### src/rtl/quadrature_step_decoder_if.sv
// Bundles the encoder inputs and decoded outputs of quadrature_step_decoder.
// master: the side that drives the encoder lines and clr_err, and reads the results.
// slave : the decoder itself.
//   enc_a, enc_b : raw quadrature channels, asynchronous to clk
//   clr_err      : synchronous clear of err_cnt
//   ready        : decoding is live
//   step         : one-cycle pulse per valid quarter-step
//   updown       : direction of the most recent valid step (1 = up)
//   err          : one-cycle pulse on an illegal transition
//   err_cnt      : saturating count of illegal transitions
interface quadrature_step_decoder_if;
  logic       enc_a;
  logic       enc_b;
  logic       clr_err;
  logic       ready;
  logic       step;
  logic       updown;
  logic       err;
  logic [7:0] err_cnt;

  modport master (
    output enc_a, enc_b, clr_err,
    input  ready, step, updown, err, err_cnt
  );

  modport slave (
    input  enc_a, enc_b, clr_err,
    output ready, step, updown, err, err_cnt
  );
endinterface

### src/rtl/quadrature_step_decoder.sv
// Quadrature encoder front end: synchronises and glitch-filters both channels,
// decodes the Gray sequence into a one-cycle step pulse plus a direction level,
// and flags/counts illegal (both-bits-changed) transitions.
//   clk : system clock
//   rst : synchronous, active-high reset
//   bus : quadrature_step_decoder_if.slave (enc_a/enc_b/clr_err in,
//         ready/step/updown/err/err_cnt out)
//
// state | meaning
// INIT  | waiting for the synchronisers to fill; filtered/prev seeded from inputs
// RUN   | filtering and decoding live
module quadrature_step_decoder #(
  parameter int SYNC_STAGES = 2,
  parameter int FILTER_LEN  = 4
) (
  input logic                    clk,
  input logic                    rst,
  quadrature_step_decoder_if.slave bus
);

  localparam int FCW = (FILTER_LEN > 1) ? $clog2(FILTER_LEN) : 1;
  localparam int ICW = $clog2(SYNC_STAGES + 1);
  localparam logic [FCW-1:0] FLT_LAST  = FCW'(FILTER_LEN - 1);
  localparam logic [ICW-1:0] INIT_LOAD = ICW'(SYNC_STAGES);

  typedef enum logic {INIT, RUN} state_t;

  state_t           state, state_next;
  logic             load_init;

  logic [SYNC_STAGES-1:0] sync_a, sync_b;
  logic             a_s, b_s;
  logic             fa, fb;
  logic [FCW-1:0]   cnt_a, cnt_b;
  logic [1:0]       prev, cur;
  logic [ICW-1:0]   init_cnt;
  logic             is_up, is_down, is_err;

  logic             ready_q, step_q, updown_q, err_q;
  logic [7:0]       err_cnt_q;

  always_ff @(posedge clk) begin
    if (rst) begin
      sync_a <= '0;
      sync_b <= '0;
    end else begin
      sync_a <= {sync_a[SYNC_STAGES-2:0], bus.enc_a};
      sync_b <= {sync_b[SYNC_STAGES-2:0], bus.enc_b};
    end
  end

  assign a_s = sync_a[SYNC_STAGES-1];
  assign b_s = sync_b[SYNC_STAGES-1];
  assign cur = {fa, fb};

  always_ff @(posedge clk) begin
    if (rst) state <= INIT;
    else     state <= state_next;
  end

  always_comb begin
    state_next = state;
    load_init  = 1'b0;
    case (state)
      INIT: if (init_cnt == '0) begin
        state_next = RUN;
        load_init  = 1'b1;
      end
      RUN: state_next = RUN;
      default: state_next = INIT;
    endcase
  end

  always_comb begin
    is_up   = 1'b0;
    is_down = 1'b0;
    is_err  = 1'b0;
    if (state == RUN) begin
      case ({prev, cur})
        4'b00_10, 4'b10_11, 4'b11_01, 4'b01_00: is_up   = 1'b1;
        4'b00_01, 4'b01_11, 4'b11_10, 4'b10_00: is_down = 1'b1;
        4'b00_11, 4'b11_00, 4'b10_01, 4'b01_10: is_err  = 1'b1;
        default: ;
      endcase
    end
  end

  always_ff @(posedge clk) begin
    if (rst) begin
      init_cnt  <= INIT_LOAD;
      fa        <= 1'b0;
      fb        <= 1'b0;
      cnt_a     <= '0;
      cnt_b     <= '0;
      prev      <= 2'b00;
      ready_q   <= 1'b0;
      step_q    <= 1'b0;
      err_q     <= 1'b0;
      updown_q  <= 1'b1;
      err_cnt_q <= 8'd0;
    end else begin
      step_q <= is_up | is_down;
      err_q  <= is_err;
      if (is_up)        updown_q <= 1'b1;
      else if (is_down) updown_q <= 1'b0;

      if (bus.clr_err)                   err_cnt_q <= {7'd0, is_err};
      else if (is_err && err_cnt_q != 8'hFF) err_cnt_q <= err_cnt_q + 8'd1;

      if (load_init) begin
        // Seed from the live input so an encoder resting at a non-00
        // position does not decode as an illegal jump from 00.
        fa      <= a_s;
        fb      <= b_s;
        prev    <= {a_s, b_s};
        ready_q <= 1'b1;
      end else if (state == INIT) begin
        init_cnt <= init_cnt - 1'b1;
      end else begin
        prev <= cur;

        if (a_s != fa) begin
          if (cnt_a == FLT_LAST) begin
            fa    <= ~fa;
            cnt_a <= '0;
          end else begin
            cnt_a <= cnt_a + 1'b1;
          end
        end else begin
          cnt_a <= '0;
        end

        if (b_s != fb) begin
          if (cnt_b == FLT_LAST) begin
            fb    <= ~fb;
            cnt_b <= '0;
          end else begin
            cnt_b <= cnt_b + 1'b1;
          end
        end else begin
          cnt_b <= '0;
        end
      end
    end
  end

  assign bus.ready   = ready_q;
  assign bus.step    = step_q;
  assign bus.updown  = updown_q;
  assign bus.err     = err_q;
  assign bus.err_cnt = err_cnt_q;

endmodule

### src/flat_wrapper.sv
// flat-port wrapper written by rule: the top's interface ports become plain ports
module quadrature_step_decoder_flat 
#(
  parameter int SYNC_STAGES = 2,
  parameter int FILTER_LEN  = 4
)
  (clk, rst, bus_enc_a, bus_enc_b, bus_clr_err, bus_ready, bus_step, bus_updown, bus_err, bus_err_cnt);
  quadrature_step_decoder_if bus_i ();
  input logic clk;
  input logic rst;
  input wire logic [$bits(bus_i.enc_a)-1:0] bus_enc_a;
  input wire logic [$bits(bus_i.enc_b)-1:0] bus_enc_b;
  input wire logic [$bits(bus_i.clr_err)-1:0] bus_clr_err;
  output wire logic [$bits(bus_i.ready)-1:0] bus_ready;
  output wire logic [$bits(bus_i.step)-1:0] bus_step;
  output wire logic [$bits(bus_i.updown)-1:0] bus_updown;
  output wire logic [$bits(bus_i.err)-1:0] bus_err;
  output wire logic [$bits(bus_i.err_cnt)-1:0] bus_err_cnt;
  assign bus_i.enc_a = bus_enc_a;
  assign bus_i.enc_b = bus_enc_b;
  assign bus_i.clr_err = bus_clr_err;
  assign bus_ready = bus_i.ready;
  assign bus_step = bus_i.step;
  assign bus_updown = bus_i.updown;
  assign bus_err = bus_i.err;
  assign bus_err_cnt = bus_i.err_cnt;
  quadrature_step_decoder #(.SYNC_STAGES(SYNC_STAGES), .FILTER_LEN(FILTER_LEN)) u_core (.clk(clk), .rst(rst), .bus(bus_i));
endmodule
### config.mk
export PLATFORM = sky130hd
export DESIGN_NAME = quadrature_step_decoder_flat
export DESIGN_NICKNAME = d
export VERILOG_FILES = /design/src/rtl/quadrature_step_decoder_if.sv /design/src/rtl/quadrature_step_decoder.sv /design/src/flat_wrapper.sv
export SDC_FILE = /design/constraint.sdc
export NUM_CORES = 1
export LEC_CHECK = 0
export CAP_MARGIN = 0
export CELL_PAD_IN_SITES_DETAIL_PLACEMENT = 1
export CELL_PAD_IN_SITES_GLOBAL_PLACEMENT = 2
export CORE_ASPECT_RATIO = 0.5
export CORE_UTILIZATION = 35
export DETAILED_ROUTE_END_ITERATION = 16
export GPL_TIMING_DRIVEN = 0
export HOLD_SLACK_MARGIN = 0.08
export PLACE_DENSITY_LB_ADDON = 0.1
export SLEW_MARGIN = 15
export SYNTH_ARGS = -nofsm -noshare
export SYNTH_HDL_FRONTEND = slang
export SYNTH_SLANG_ARGS = --single-unit
### constraint.sdc
create_clock -name clk -period 2.75 [get_ports clk]
set_input_delay 0.275 -clock clk [delete_from_list [all_inputs] [get_ports clk]]
set_output_delay 0.275 -clock clk [all_outputs]
set_load 0.01 [all_outputs]
==> metrics.cfg, run 1 <==
[timing]
worstMarginPinSlew_ns=0.459
period_share_pct=60.5
setup_violations=0
slew_headroom_pct=69.4
setup_tns_ns=0
rsz0062_at_grt=no
max_freq_ghz=0.601
min_period_ns=1.66
hold_violations=0
fin_worst_skew_ns=0.00227
slew_viol_final=0
fin_ws_ns=1.09

[die]
pin_count=17
die-height_um=44.4
start_util_pct=39.3
dieArea_mm2=0.00386
die_width_um=86.9
coreArea_mm2=0.00321
rows=14

[final_layout]
drive_gt1_share_pct=9.20
multi_input_area_um2=672
postLayoutCoreUtil_pct=47.7
nets=173
num_antenna_cells=0
design_area_mm2=0.00153
seqCellArea_um2=541
n_fill_cell=398
syn_to_final_growth_pct=21.5

[placed_design]
io_buffer_count=16
dpl-instance-area_mm2=0.00148
dp_hpwl_mm=1.98
dp_slack_ns=1.08
place.gp.congestion=0.754

[drt]
ant_nets=0
finalWirelength_mm=2.75
vias_per_cell=4.98
vias=1050
first_pass_iters=4
routedWlPerCell_um=13.0
drc=0
first_iter_violations=21

[setup_path]
cp-start-kind=flop
worstPathCellList=ha_1, inv_1, nor4_2, a21oi_1, a31o_1
path_delay_family=flip-flops
arrival_ns=1.85
critical_path_class=flop to flop
r2r_cells=5
critPathBufInv=1
slowest_stage=dfxtp_1
max_stage_delay_ns=0.44
required_ns=2.94
cp_max_fo=6
end_kind=flop
path_depth=5

[global_route]
grt_max_degree=18
use_met3_pct=4.48
grt-ovfl-total=0
gr-usage-met2_pct=28.8
grt.busiest_layer=met2
grt_use_total_pct=16.7
antenna_found_initial=0
grt_pass1_vias=1033
grt_pass1_wl_mm=4.84
grtUsageMet1_pct=21.3

[synthesis]
ys_async_sr_fraction_pct=0
syn_area_mm2=0.00126
yosys.area.top_type_share_pct=42.9
yosysMostFrequentCell=dfxtp_1
synthCells=143
synth_area_leader_cell=dfxtp_1
syn_avg_cell_area_um2=8.81
ys_ff_latch=27
ys_warn_count=0
synth_commonest_cells=dfxtp_1 (27), nor2_1 (19), a21oi_1 (15)
ys_seq_area_share_pct=42.9
synth-main-ff-cell=dfxtp_1
synth_cell_types=34
synth_top_cells_by_area=dfxtp_1 (43%), a21oi_1 (6.0%), nor2_1 (5.7%), nand2_1 (4.2%), ha_1 (4.0%)
synth_edf_count=0
syn-num-nets=152

[clock_network]
cts_setup_buffers=0
cts_resized=0
clock_sinks=27
clk_pin_slew_ns=0.11
hold_buffers=0
h-tree-depth=1
cts_inserted_buffers=3
clk_path_buf_depth=2
cts_tree=built
cts-root-buf=clkbuf_8
clock_latency_ns=0.28

[power]
ir_worst_vdd_mv=0.317
powerDensity_mw_per_mm2=584
p_leak_uw=0.000568
fin_total_pwr_uw=893

[hold_path]
whs_path_depth=1
hold_class=flop to flop

[status]
run_status=finished, final reports clean

[job]
timing.max_cap.violations=0

## cell families after synthesis
| kind of cell | count (synthesis) | share of synthesized area (%) |
|---|---|---|
| compound gates | 30 | 15.1 |
| fa+ha+maj | 4 | 3.97 |
| xor+xnor | 8 | 6.75 |
| flops | 27 | 42.9 |
| mux | 4 | 3.18 |
| buf+inv | 11 | 3.77 |
| simple gates | 59 | 24.3 |
## placed cells by master (no fill, tap or decap), drive strengths merged
cell,netlist,layout
o21ai,4,4
ha,4,4
a21oi,15,15
and4,2,2
nor3,5,5
o211ai,1,1
a311oi,1,1
a31oi,3,3
nor4bb,1,1
clkbuf,3,6
buf,4,4
nand2,14,14
nor2b,6,6
xnor2,4,4
inv,4,5
or3,1,1
xor2,4,4
o21a,1,1
nor4,2,2
mux2i,4,4
or2,2,2
dfxtp,27,27
nand4,2,2
o31ai,1,1
a31o,3,3
a41oi,1,1
clkdlybuf4s50,0,16
nand2b,1,1
nor2,19,19
nand3,4,4
## worst paths after layout
check | from | endpoint | slack (ns)
hold / removal | u_core.sync_a[0]$_SDFF_PP0_ | u_core.sync_a[1]$_SDFF_PP0_ | 0.45
setup reg to reg | u_core.bus.err_cnt[0]$_SDFFE_PP0P_ | u_core.bus.err_cnt[4]$_SDFFE_PP0P_ | 1.09
hold reg to reg | u_core.sync_a[0]$_SDFF_PP0_ | u_core.sync_a[1]$_SDFF_PP0_ | 0.45
setup / recovery | u_core.bus.err_cnt[0]$_SDFFE_PP0P_ | u_core.bus.err_cnt[4]$_SDFFE_PP0P_ | 1.09
## report_power, final
| part | internal, µW | total (µW) | switching (µW) | leakage (µW) |
|---|---|---|---|---|
| Clock | 107 | 250 | 143 | 0.0000261 |
| Combinational | 84.0 | 207 | 123 | 0.000322 |
| Sequential | 421 | 437 | 15.3 | 0.000219 |
| Total | 612 | 893 | 281 | 0.000568 |
## metrics by stage
step / hold slack [ns] / std cells
finish: 0.455 / 211
global route: 0.472 / 211
CTS: 0.458 / 211
detailed placement: 0.432 / 207
global placement: 0.418 / 207
floorplan: 0.403 / 143
## cell type report
class	count	share of cell area, %
Buffer	7	2.13
Clock buffer	3	2.70
Clock inverter	1	0.572
Inverter	4	0.981
Multi-Input combinational cell	105	43.9
Sequential cell	27	35.3
Tap cell	48	3.92
Timing Repair Buffer	16	10.5
## sequential cells by signal, summed over array words and instances (netlist names)
signal              flops
u_core.fa               1
u_core.state            1
u_core.sync_b           2
u_core.cnt_b            2
u_core.fb               1
u_core.prev             2
u_core.init_cnt         2
u_core.bus.err          1
u_core.bus.err_cnt      8
u_core.bus.step         1
u_core.bus.updown       1
u_core.bus.ready        1
u_core.sync_a           2
u_core.cnt_a            2
## metal layers
metal | share of wire, % | up-vias
met1 | 51 | 493
li1 | - | 538
met2 | 45 | 15
met3 | 3.1 | 4
met4 | 0.91 | 0
met5 | 0 | -
## worst reg2reg max path, cell delays in order, from the launching register on
cell and delay, ns:
dfxtp_1 0.44, ha_1 0.28, inv_1 0.10, nor4_2 0.44, a21oi_1 0.12, a31o_1 0.20
No activity file was read; power rests on OpenSTA's default activity.
==> inputs of run 2 (changes only) <==
Settings changed: CORE_UTILIZATION 35 to 32.
Clock period 2.75 ns to 1.6 ns, I/O delays scaled along.
==> run 2 against run 1 <==
  * Clock skew rose by 0.0023 ns
  * Sequential share of layout area fell by 0.69 points
  * Critical path type is now flop to output pin
  * Combinational power rose by 88%
  * Critical endpoint is now bus_err_cnt[2]
==> metrics.cfg, run 2 (synthesis results as in run 1) <==
[setup_path]
arrival_ns=1.36
required_ns=1.44
max_stage_delay_ns=0.59
path_delay_family=buffers and inverters
worstPathCellList=clkdlybuf4s50_1
slowest_stage=clkdlybuf4s50_1
cp_max_fo=8
end_kind=output pin
cp-start-kind=flop
critical_path_class=flop to output pin
critPathBufInv=1

[timing]
min_period_ns=1.52
slew_headroom_pct=69.9
worstMarginPinSlew_ns=0.452
max_freq_ghz=0.657
hold_slack_ns=0.422
period_share_pct=95.1
rsz0062_at_grt=no
hold_violations=0
fin_worst_skew_ns=0.00462
slew_viol_final=0
setup_violations=0

[clock_network]
cts-root-buf=clkbuf_8
hold_buffers=0
clock_latency_ns=0.28
clk_pin_slew_ns=0.10
clk_path_buf_depth=2
cts_tree=built
cts_inserted_buffers=3
h-tree-depth=1
clock_sinks=27

[global_route]
grt_max_degree=16
grt_pass1_wl_mm=4.64
grt_use_total_pct=14.8
grt-ovfl-total=0
antenna_found_initial=0
gr-usage-met2_pct=23.9
grt.busiest_layer=met2
grtUsageMet1_pct=19.2
use_met3_pct=4.46
grt_pass1_vias=923

[status]
run_status=finished, final reports clean

[final_layout]
drive_gt1_share_pct=13.9
postLayoutCoreUtil_pct=43.6
num_antenna_cells=0
largest_reg_flops=8
final_cell_count_no_fill=217
multi_input_area_um2=683
syn_to_final_growth_pct=24.7
seqCellArea_um2=544
layout_common_cells=dfxtp_1 (24), nor2_1 (19), clkdlybuf4s50_1 (16)
final_common_cell=dfxtp_1
nets=176
n_fill_cell=419

[die]
coreArea_mm2=0.00360
die_width_um=90.7
die-height_um=46.4
rows=15
start_util_pct=35.0
pin_count=17
dieArea_mm2=0.00421

[power]
ir_worst_vdd_mv=0.595
powerDensity_mw_per_mm2=986
p_leak_uw=0.000590
fin_total_pwr_uw=1550

[job]
timing.max_cap.violations=0

[drt]
first_pass_iters=4
routedWlPerCell_um=12.4
finalWirelength_mm=2.69
drc=0
ant_nets=0
vias=1055
first_iter_violations=20
vias_per_cell=4.86

[hold_path]
hold_class=input pin to flop

[placed_design]
dp_hpwl_mm=1.98
io_buffer_count=16
place_inst=210
place.gp.congestion=0.711

[run 2: cell count changes in the layout (fill, tap and decap cells not counted), sizes merged]
cell	previous run	this run
buf	4	7
clkinv	0	1
clkinvlp	0	1
inv	5	3
[run 2: area by class of cell]
type | count | share of cell area [%]
Multi-Input combinational cell | 105 | 43.5
Sequential cell | 27 | 34.6
Tap cell | 51 | 4.06
Buffer | 7 | 2.07
Inverter | 4 | 1.19
Timing Repair Buffer | 19 | 11.6
Clock inverter | 1 | 0.318
Clock buffer | 3 | 2.63
[run 2: final timing paths]
path                                            from                                  to  slack [ns]  cells past startpoint
hold reg to reg          u_core.sync_a[0]$_SDFF_PP0_         u_core.sync_a[1]$_SDFF_PP0_        0.45                      1
hold / removal                             bus_enc_a         u_core.sync_a[0]$_SDFF_PP0_        0.42                      2
setup / recovery  u_core.bus.err_cnt[2]$_SDFFE_PP0P_                      bus_err_cnt[2]        0.08                      1
setup reg to reg             u_core.state$_SDFF_PP0_  u_core.bus.err_cnt[1]$_SDFFE_PP0P_        0.12                      5
[run 2: metrics by stage]
stage / setup TNS, ns / setup WS, ns / cell area (µm²)
detailed placement: -0.109 / -0.0833 / 1480
floorplan: 0 / 0.0831 / 1260
global route: 0 / 0.0153 / 1570
CTS: 0 / 0.0293 / 1540
finish: 0 / 0.0786 / 1570
global placement: -0.0718 / -0.0640 / 1480
[run 2: power by group]
group          leakage [µW]  switching (µW)  internal (µW)  total (µW)
sequential         0.000221            27.9            724         752
combinational      0.000344             218            172         390
clock             0.0000255             233            175         408
[run 2: repair_timing]
item                       CTS  global route
cloned                       0             0
resized for setup            2             4
pin swaps                    0             1
setup endpoints to repair    2             4
setup buffers                0             3
hold endpoints to repair     0             0
[run 2: metal layers]
layer  part of all wire (%)  vias up
met3                    2.9        4
met1                     53      492
met2                     43       15
met4                   0.86        0
li1                       -      544
met5                      0        -
